==> config.mk <==
export PLATFORM = sky130hd
export DESIGN_NAME = read_back_regs
export DESIGN_NICKNAME = d
export VERILOG_FILES = /design/src/rtl/read_back_pkg.sv /design/src/rtl/read_back_store.sv /design/src/rtl/read_back_regs.sv
export SDC_FILE = /design/constraint.sdc
export NUM_CORES = 1
export LEC_CHECK = 0
export CORE_ASPECT_RATIO = 0.9
export CORE_MARGIN = 2
export CORE_UTILIZATION = 50
export DETAILED_ROUTE_END_ITERATION = 6
export GPL_TIMING_DRIVEN = 0
export PLACE_DENSITY = 0.86
export SYNTH_ARGS = -nofsm -noshare
export SYNTH_HDL_FRONTEND = slang
export SYNTH_SLANG_ARGS = --single-unit
==> constraint.sdc <==
create_clock -name clk -period 1.83 [get_ports clk]
set_input_delay 0.366 -clock clk [delete_from_list [all_inputs] [get_ports clk]]
set_output_delay 0.366 -clock clk [all_outputs]
set_load 0.005 [all_outputs]
==> src/rtl/read_back_pkg.sv <==
// Shared types and helpers for the read-back register bank.
package read_back_pkg;

  typedef enum logic {IDLE, RESP} rb_state_e;

  function automatic int aw_f(input int depth);
    return (depth > 1) ? $clog2(depth) : 1;
  endfunction

endpackage

==> src/rtl/read_back_store.sv <==
// Register array with write decode and a combinational indexed read.
module read_back_store
  import read_back_pkg::*;
#(
  parameter int WIDTH = 8,
  parameter int DEPTH = 4,
  parameter logic [WIDTH-1:0] RST_VAL = '0,
  parameter int AW = aw_f(DEPTH)
) (
  input  logic             clk,
  input  logic             rst,
  input  logic             wr_en,
  input  logic [AW-1:0]    wr_addr,
  input  logic [WIDTH-1:0] wr_data,
  input  logic [AW-1:0]    rd_idx,
  output logic [WIDTH-1:0] rd_data
);

  logic [WIDTH-1:0] mem [DEPTH];

  // Per-entry decode: out-of-range indices match nothing.
  always_ff @(posedge clk) begin
    if (rst) begin
      for (int i = 0; i < DEPTH; i++)
        mem[i] <= RST_VAL;
    end else if (wr_en) begin
      for (int i = 0; i < DEPTH; i++)
        if (wr_addr == AW'(i))
          mem[i] <= wr_data;
    end
  end

  always_comb begin
    rd_data = '0;
    for (int i = 0; i < DEPTH; i++)
      if (rd_idx == AW'(i))
        rd_data = mem[i];
  end

endmodule

==> src/rtl/read_back_regs.sv <==
// Register bank with handshaked one-cycle read-back port.
// Optional write-first bypass: define READ_BACK_BYPASS_EN.
module read_back_regs
  import read_back_pkg::*;
#(
  parameter int WIDTH = 8,
  parameter int DEPTH = 4,
  parameter logic [WIDTH-1:0] RST_VAL = '0,
  localparam int AW = aw_f(DEPTH)
) (
  input  logic             clk,
  input  logic             rst,
  input  logic             wr_en,
  input  logic [AW-1:0]    wr_addr,
  input  logic [WIDTH-1:0] wr_data,
  input  logic             rd_req_valid,
  output logic             rd_req_ready,
  input  logic [AW-1:0]    rd_addr,
  output logic             rd_rsp_valid,
  input  logic             rd_rsp_ready,
  output logic [WIDTH-1:0] rd_rsp_data,
  output logic             rd_rsp_err
);

  localparam logic [AW:0] LIM = (AW+1)'(DEPTH);

  rb_state_e        state, state_n;
  logic [WIDTH-1:0] rd_q;
  logic [WIDTH-1:0] rsp_d;
  logic             rd_in;
  logic             accept;

  read_back_store #(
    .WIDTH   (WIDTH),
    .DEPTH   (DEPTH),
    .RST_VAL (RST_VAL),
    .AW      (AW)
  ) u_store (
    .clk     (clk),
    .rst     (rst),
    .wr_en   (wr_en),
    .wr_addr (wr_addr),
    .wr_data (wr_data),
    .rd_idx  (rd_addr),
    .rd_data (rd_q)
  );

  assign rd_in        = {1'b0, rd_addr} < LIM;
  assign rd_req_ready = (state == IDLE) || rd_rsp_ready;
  assign rd_rsp_valid = (state == RESP);
  assign accept       = rd_req_valid && rd_req_ready;

`ifdef READ_BACK_BYPASS_EN
  logic wr_hit;
  assign wr_hit = wr_en && (wr_addr == rd_addr);
  assign rsp_d  = !rd_in ? '0 : (wr_hit ? wr_data : rd_q);
`else
  assign rsp_d  = rd_in ? rd_q : '0;
`endif

  always_ff @(posedge clk) begin
    if (rst) state <= IDLE;
    else     state <= state_n;
  end

  always_comb begin
    state_n = state;
    unique case (state)
      IDLE: if (accept) state_n = RESP;
      RESP: if (rd_rsp_ready && !rd_req_valid) state_n = IDLE;
      default: state_n = IDLE;
    endcase
  end

  // Response registers only move on acceptance, so a stalled response holds.
  always_ff @(posedge clk) begin
    if (rst) begin
      rd_rsp_data <= '0;
      rd_rsp_err  <= 1'b0;
    end else if (accept) begin
      rd_rsp_data <= rsp_d;
      rd_rsp_err  <= !rd_in;
    end
  end

endmodule

# Yosys cells after proc, flatten, opt, wreduce, memory -nomap -nowiden
# Memories as Yosys holds them, arrays and structs flattened.
# Cells that the tools add are included.
# word_totals
register_bits,9
ramBits,32
inputBits,17
output_inout_bits,11
wordCells,49
mem_count,1
# op_classes
eq_ne,6
muxes,29
n_bitwise,5
reduce_logical,6
# mem_list
memory,depth,word_bits,read_ports,rd_clocked_by_memory_dff,wr,line_no,text
u_store.mem,4,8,4,0,4,read_back_store.sv:19,logic [WIDTH-1:0] mem [DEPTH];
# op_table
operator,count
two-way mux 8 bit,8
two-way mux 1 bit,20
== test 2 bit (second input constant),4
== test 2 x 1 -> 1 bit (second input constant),2
logical NOT 2 bit,2
bitwise OR 1 bit,4
logical AND 1 bit,2
case mux 1 bit (2 select lines),1
logical NOT 1 bit,1
logical OR 1 bit,1
inverter 1 bit,1

# Logic depth before layout (Yosys ltp)
# Gate-level depths: netlist of run 1.
# logic_depth
depth_word,6
mapped_depth,5
depth_no_buf,3

# Cells and area by module
# Synthesis of run 1 repeated with hierarchy kept, for this count alone.
# unflattened
hier_cells,139
area_unflattened_um2,1870.5
# modules_own_cells
module,instances,cells_per_inst,area_each_um2,seq_area_each_um2
read_back_store,1,96,1417.6,960.9
read_back_regs,1,43,452.9,180.2

# Worst setup path after synthesis of run 1
# Ideal clock, no wire load.
# synth_timing
path_type,input -> register
from,input rd_addr[0]
to,register rd_rsp_data[0]
setup_ns,0.132
arrival_ns,1.122
setup_slack_ns,0.576
stages,4
cell_sequence,buf_6 mux4_2 nand3_1 a21oi_1
# synth_via
elab_chain_cells,5
# synth_lines
item,line_no,text
from (decl),read_back_regs.sv:18,"input logic [AW-1:0] rd_addr,"
logical NOT 2 bit,read_back_store.sv:36,if (rd_idx == AW'(i))
two-way mux 8 bit (3 in a row),read_back_store.sv:36,
two-way mux 8 bit (*),read_back_store.sv:36,
to (signal assigned),read_back_regs.sv:81,rd_rsp_data <= rsp_d;
to (decl),read_back_regs.sv:21,"output logic [WIDTH-1:0] rd_rsp_data,"
# Mark *: on every way between the ends. The rest lies on a longest branch, timed or not.
# A chain may end at the register's enable or synchronous reset.

==> results of run 1 <==
## final timing paths
path / start / endpoint / slack, ns / cells past startpoint
worst min-delay path: rd_rsp_data[4] / rd_rsp_data[4] / 0.58 / 2
worst min register to register: rd_rsp_data[4] / rd_rsp_data[4] / 0.58 / 2
worst max register to register: rd_rsp_valid / rd_rsp_data[1] / 0.66 / 5
worst max-delay path: rst / u_store.mem[0][7] / 0.15 / 3
## where the power goes
| group | total [W] | switching (W) | internal [W] | leakage [nW] |
|---|---|---|---|---|
| sequential | 0.00109 | 0.0000194 | 0.00107 | 0.389 |
| clock | 0.000698 | 0.000309 | 0.000389 | 0.0599 |
| combinational | 0.000224 | 0.0000988 | 0.000125 | 0.371 |
| total | 0.00201 | 0.000427 | 0.00159 | 0.820 |
## worst max-delay path, delay by kind of cell
kind	cells	cell delay [ns]
AO/OA/AOI/OAI	1	0.34
buffers and inverters	2	0.94
## cell families after synthesis
group / after synthesis / synth area share
AO/OA/AOI/OAI: 21 / 0.0863
buffers and inverters: 11 / 0.0310
flip-flops: 41 / 0.615
multiplexers: 8 / 0.0970
other: 1 / 0.00202
AND/OR/NAND/NOR: 46 / 0.169
## stage by stage
stage	TNS (ns)	setup WS, ns	area (sq um)	utilization	power (W)
after floorplan	0	0.576	1860	-	0.00123
after global placement	-1.05	-0.358	2140	0.620	0.00132
after detailed placement	-2.52	-0.398	2140	0.620	0.00134
after CTS	0	0.144	2270	0.658	0.00202
after global routing	0	0.0662	2270	0.658	0.00209
final	0	0.154	2270	0.658	0.00201
## placed cells by master, fill, tap and decap left out
cell and n:
and2_1 32, edfxtp_1 32, clkdlybuf4s50_1 22, a21oi_1 9, dfxtp_1 9, mux4_2 8, nand3_1 8, a21bo_2 8
clkbuf_8 6, a31o_2 4, nor3_4 3, inv_2 2, clkbuf_1 2, buf_6 2, buf_4 2, nand2b_4 1
nand2b_2 1, buf_2 1, clkbuf_2 1, nor3_2 1, inv_1 1, conb_1 1, clkbuf_16 1, inv_4 1
dlygate4sd2_1 1
## layout make-up
cell class                 count  area share
sequential                    41       0.502
multi-input combinational     76       0.293
timing repair buffer          24       0.104
clock buffer                   7      0.0474
tap                           44      0.0242
buffer                         7      0.0209
inverter                       3     0.00496
clock inverter                 1     0.00275
## state kept, by name, summed over array words and instances, names as in the netlist
register	count
u_store.mem	32
rd_rsp_data	8
rd_rsp_valid	1
## repair_timing
item | in CTS | in global routing
endpoints found under the setup margin | 1 | 0
resized for setup | 4 | 0
setup buffers | 1 | 0
## metal layers
| metal | vias up | part of all wire | track usage |
|---|---|---|---|
| li1 | 527 | - | - |
| met1 | 536 | 0.43 | 0.233 |
| met2 | 36 | 0.51 | 0.330 |
| met4 | 0 | 0.014 | 0.0771 |
| met3 | 6 | 0.047 | 0.0432 |
| met5 | - | 0 | 0 |
==> flow_summary.yaml, run 1 <==
clock_network:
  hold_buffers: 0
  htree_levels: 2
  clock_path_buffers: 2
  clockRootBuffer: "clkbuf_8"
  numCtsBuffers: 5
  cts_tree: "done"
  clk_pin_slew_ns: 0.08
  clock_sinks: 41
  clk_latency_ns: 0.30
logic_synthesis:
  synth_cell_types: 20
  synth_seq_area_share: 0.615
  yosysTopAreaCell: "edfxtp_1"
  synth_top_area_share: 0.518
  postSynthAreaPerCell_sq_um: 14.5
  synth_edf_count: 32
  synth_common_cells: "and2_1 (32), edfxtp_1 (32), a21oi_1 (9), dfxtp_1 (9)"
  synth-main-ff-cell: "edfxtp_1"
  ys_async_sr_fraction: 0
  synthesis.area_sq_um: 1860
  yosysWarnings: 0
  synth_fp_nets: 145
  ys_seq_elements: 41
  synthCells: 128
  synth.area.top_cells: "edfxtp_1 (52%), and2_1 (11%), dfxtp_1 (9.7%)"
die:
  pin_count: 28
  start_util: 0.538
  row_count: 20
  die_h_um: 61.8
  die_w_um: 68.2
  die-area_sq_um: 4220
  core_sq_um: 3450
layout:
  multi_input_area_sq_um: 666
  regArea_sq_um: 1140
  diodes: 0
  layout-area-overhead-vs-synth_pct: 22.3
  fillers: 262
  drive_gt1_frac: 0.264
  stdcell_count: 203
  nets: 175
worst_setup_path:
  crit_path_end_kind: "flop"
  cp.arrival_ns: 1.65
  worstSetupStartpointType: "input port"
  worstSetupPathType: "input port to flop"
  slowest_delay_ns: 0.55
  cp_cell_sequence: "clkdlybuf4s50_1 -> clkbuf_1 -> a31o_2"
  worst-endpoint-required_ns: 1.80
  worstPathMaxFanout: 10
  cpMaxStageDelayCell: "clkdlybuf4s50_1"
global_route:
  grt_pass1_wl_um: 5460
  track_usage: 0.190
  grt_start_max_net_pins: 18
  antenna_found_initial: 0
  grt_overflow: 0
  grt_pass1_vias: 1127
timing:
  finalClockSkew_ns: 0.00943
  post-route-min-period_ns: 1.68
  slew_viol_final: 0
  layout_worst_path_cycle_share: 0.916
  rsz0062_at_grt: "no"
  fmax_mhz: 597
  worstMarginPinSlew_ns: 0.536
  setup_viol: 0
  slew_headroom: 0.641
  hold_violations: 0
  worst_hold_slack_ns: 0.576
drt:
  routed_wl_um: 3240
  routed_via_density: 5.44
  ant_nets: 0
  drtIter0Drc: 64
  wl_per_cell_um: 16.0
  via_count: 1105
  drt_first_pass_iters: 4
  drc: 0
status:
  status: "finished, final reports clean"
pwr:
  powerDensity_nw_per_um2: 886
  leakagePower_nw: 0.820
  ir_drop_v: 0.000444
min_path:
  hp-class: "flop to flop"
placed_design:
  dp_hpwl_um: 2330
  globalplace.congestion: 0.764
  portBuffers: 23
  place_inst: 195
flow_run:
  cap_violations: 0
(Power assumes the default switching activity.)
==> run 2: changes to the inputs <==
--- a/config.mk
+++ b/config.mk
@@ -9,8 +9,9 @@
 export CORE_MARGIN = 2
 export CORE_UTILIZATION = 50
 export DETAILED_ROUTE_END_ITERATION = 6
+export DONT_BUFFER_PORTS = 1
 export GPL_TIMING_DRIVEN = 0
-export PLACE_DENSITY = 0.86
+export PLACE_DENSITY = 0.76
 export SYNTH_ARGS = -nofsm -noshare
 export SYNTH_HDL_FRONTEND = slang
 export SYNTH_SLANG_ARGS = --single-unit
==> run 2 against run 1 <==
Sequential power is essentially flat. Clock skew shrank 0.0066 ns. Maximum frequency grew 14%. Via count shrank 9.2%. Final area shrank 12%. Non-clock buffer count shrank 23. Count of clock-buffer cells in the layout grew 1. Flip-flop and latch count is the same. Global-route usage shrank 1.3 points. Final cell count shrank 11%. Highest routed layer unchanged.
==> flow_summary.yaml, run 2 (synthesis results as in run 1) <==
status:
  status: "finished, final reports clean"
drt:
  wl_per_cell_um: 17.7
  drt_first_pass_iters: 4
  drtIter0Drc: 23
  drc: 0
  met3WireLength_um: 261
  ant_nets: 0
  routed_wl_um: 3180
  wl_met1_um: 1290
  routed_via_density: 5.57
  highest_layer: "met4"
  wl_met2_um: 1580
  via_count: 1003
die:
  start_util: 0.538
  row_count: 20
  pin_count: 28
  die_w_um: 68.2
  core_sq_um: 3450
  die-area_sq_um: 4220
  die_h_um: 61.8
global_route:
  grt_pass1_vias: 1055
  antenna_found_initial: 0
  track_usage: 0.177
  grt_pass1_wl_um: 4970
  grt_start_max_net_pins: 12
  grt_overflow: 0
layout:
  diodes: 0
  nets: 152
  final_cell_mix: "and2_1 (32), edfxtp_1 (32), a21oi_1 (9), dfxtp_1 (9)"
  fillers: 273
  regMostFlops: "u_store.mem"
  regArea_sq_um: 1140
  layout-area-overhead-vs-synth_pct: 7.28
  multi_input_area_sq_um: 658
  drive_gt1_frac: 0.279
  largest_reg_flops: 32
clock_network:
  clock_sinks: 41
  numCtsBuffers: 5
  cts_tree: "done"
  clk_latency_ns: 0.29
  hold_buffers: 0
  clockRootBuffer: "clkbuf_8"
  post_cts_buffers: 0
  clk_pin_slew_ns: 0.07
  clock_path_buffers: 2
  htree_levels: 2
  cts_resized: 0
worst_setup_path:
  worst-endpoint-required_ns: 1.46
  worstSetupPathType: "flop to output pin"
  worstSetupStartpointType: "flop"
  worstPathMaxFanout: 10
  reg2reg_slack_ns: 0.67
  cp.arrival_ns: 1.11
  crit_path_end_kind: "output pin"
placed_design:
  globalplace.congestion: 0.701
  portBuffers: 0
  dp_hpwl_um: 2300
  pre_cts_ws_ns: 0.415
timing:
  slew_viol_final: 0
  fmax_mhz: 679
  setup_viol: 0
  rsz0062_at_grt: "no"
  post-route-min-period_ns: 1.47
  tns_ns: 0
  hold_violations: 0
  layout_worst_path_cycle_share: 0.805
  slew_headroom: 0.635
  fin_ws_ns: 0.357
  finalClockSkew_ns: 0.00280
  worstMarginPinSlew_ns: 0.545
flow_run:
  cap_violations: 0
pwr:
  leakagePower_nw: 0.703
  ir_drop_v: 0.000512
  powerDensity_nw_per_um2: 902
min_path:
  hp-class: "input port to flop"
-- run 2: worst max-delay path, cell delays in order, from the launching register on --
cell      delay [ns]
dfxtp_1         0.33
nand2b_1        0.07
buf_2           0.18
buf_2           0.24
-- run 2: cell type report --
type                       count  share of cell area
inverter                       3             0.00565
sequential                    41               0.573
tap                           44              0.0276
buffer                         8              0.0232
clock buffer                   8              0.0402
multi-input combinational     76               0.330
-- run 2: stage by stage --
stage / cell area [sq um] / hold WS (ns) / total power [W] / instances / utilization
3_5_place_dp: 1910 / 0.568 / 0.00127 / 172 / 0.554
5_1_grt: 1990 / 0.258 / 0.00186 / 180 / 0.577
3_3_place_gp: 1910 / 0.564 / 0.00126 / 172 / 0.554
6_report: 1990 / 0.274 / 0.00180 / 180 / 0.577
4_1_cts: 1990 / 0.269 / 0.00181 / 180 / 0.577
2_1_floorplan: 1860 / 0.564 / 0.00123 / 128 / -
-- run 2: layer usage --
metal  track usage  vias up
li1              -      483
met1         0.196      477
met2         0.308       37
met3        0.0757        6
met4        0.0600        0
met5             0        -
-- run 2: power by group --
group	switching [W]	internal [W]	leakage, nW	total (W)
Clock	0.000279	0.000271	0.0395	0.000550
Sequential	0.0000240	0.00107	0.389	0.00110
Combinational	0.0000750	0.0000749	0.275	0.000150
-- run 2: path summary, 6_finish.rpt --
check                      end               from  cells past startpoint
min reg2reg     rd_rsp_data[6]     rd_rsp_data[6]                      2
max               rd_req_ready       rd_rsp_valid                      3
max reg2reg     rd_rsp_data[3]  u_store.mem[2][3]                      3
min          u_store.mem[0][4]         wr_data[4]                      1
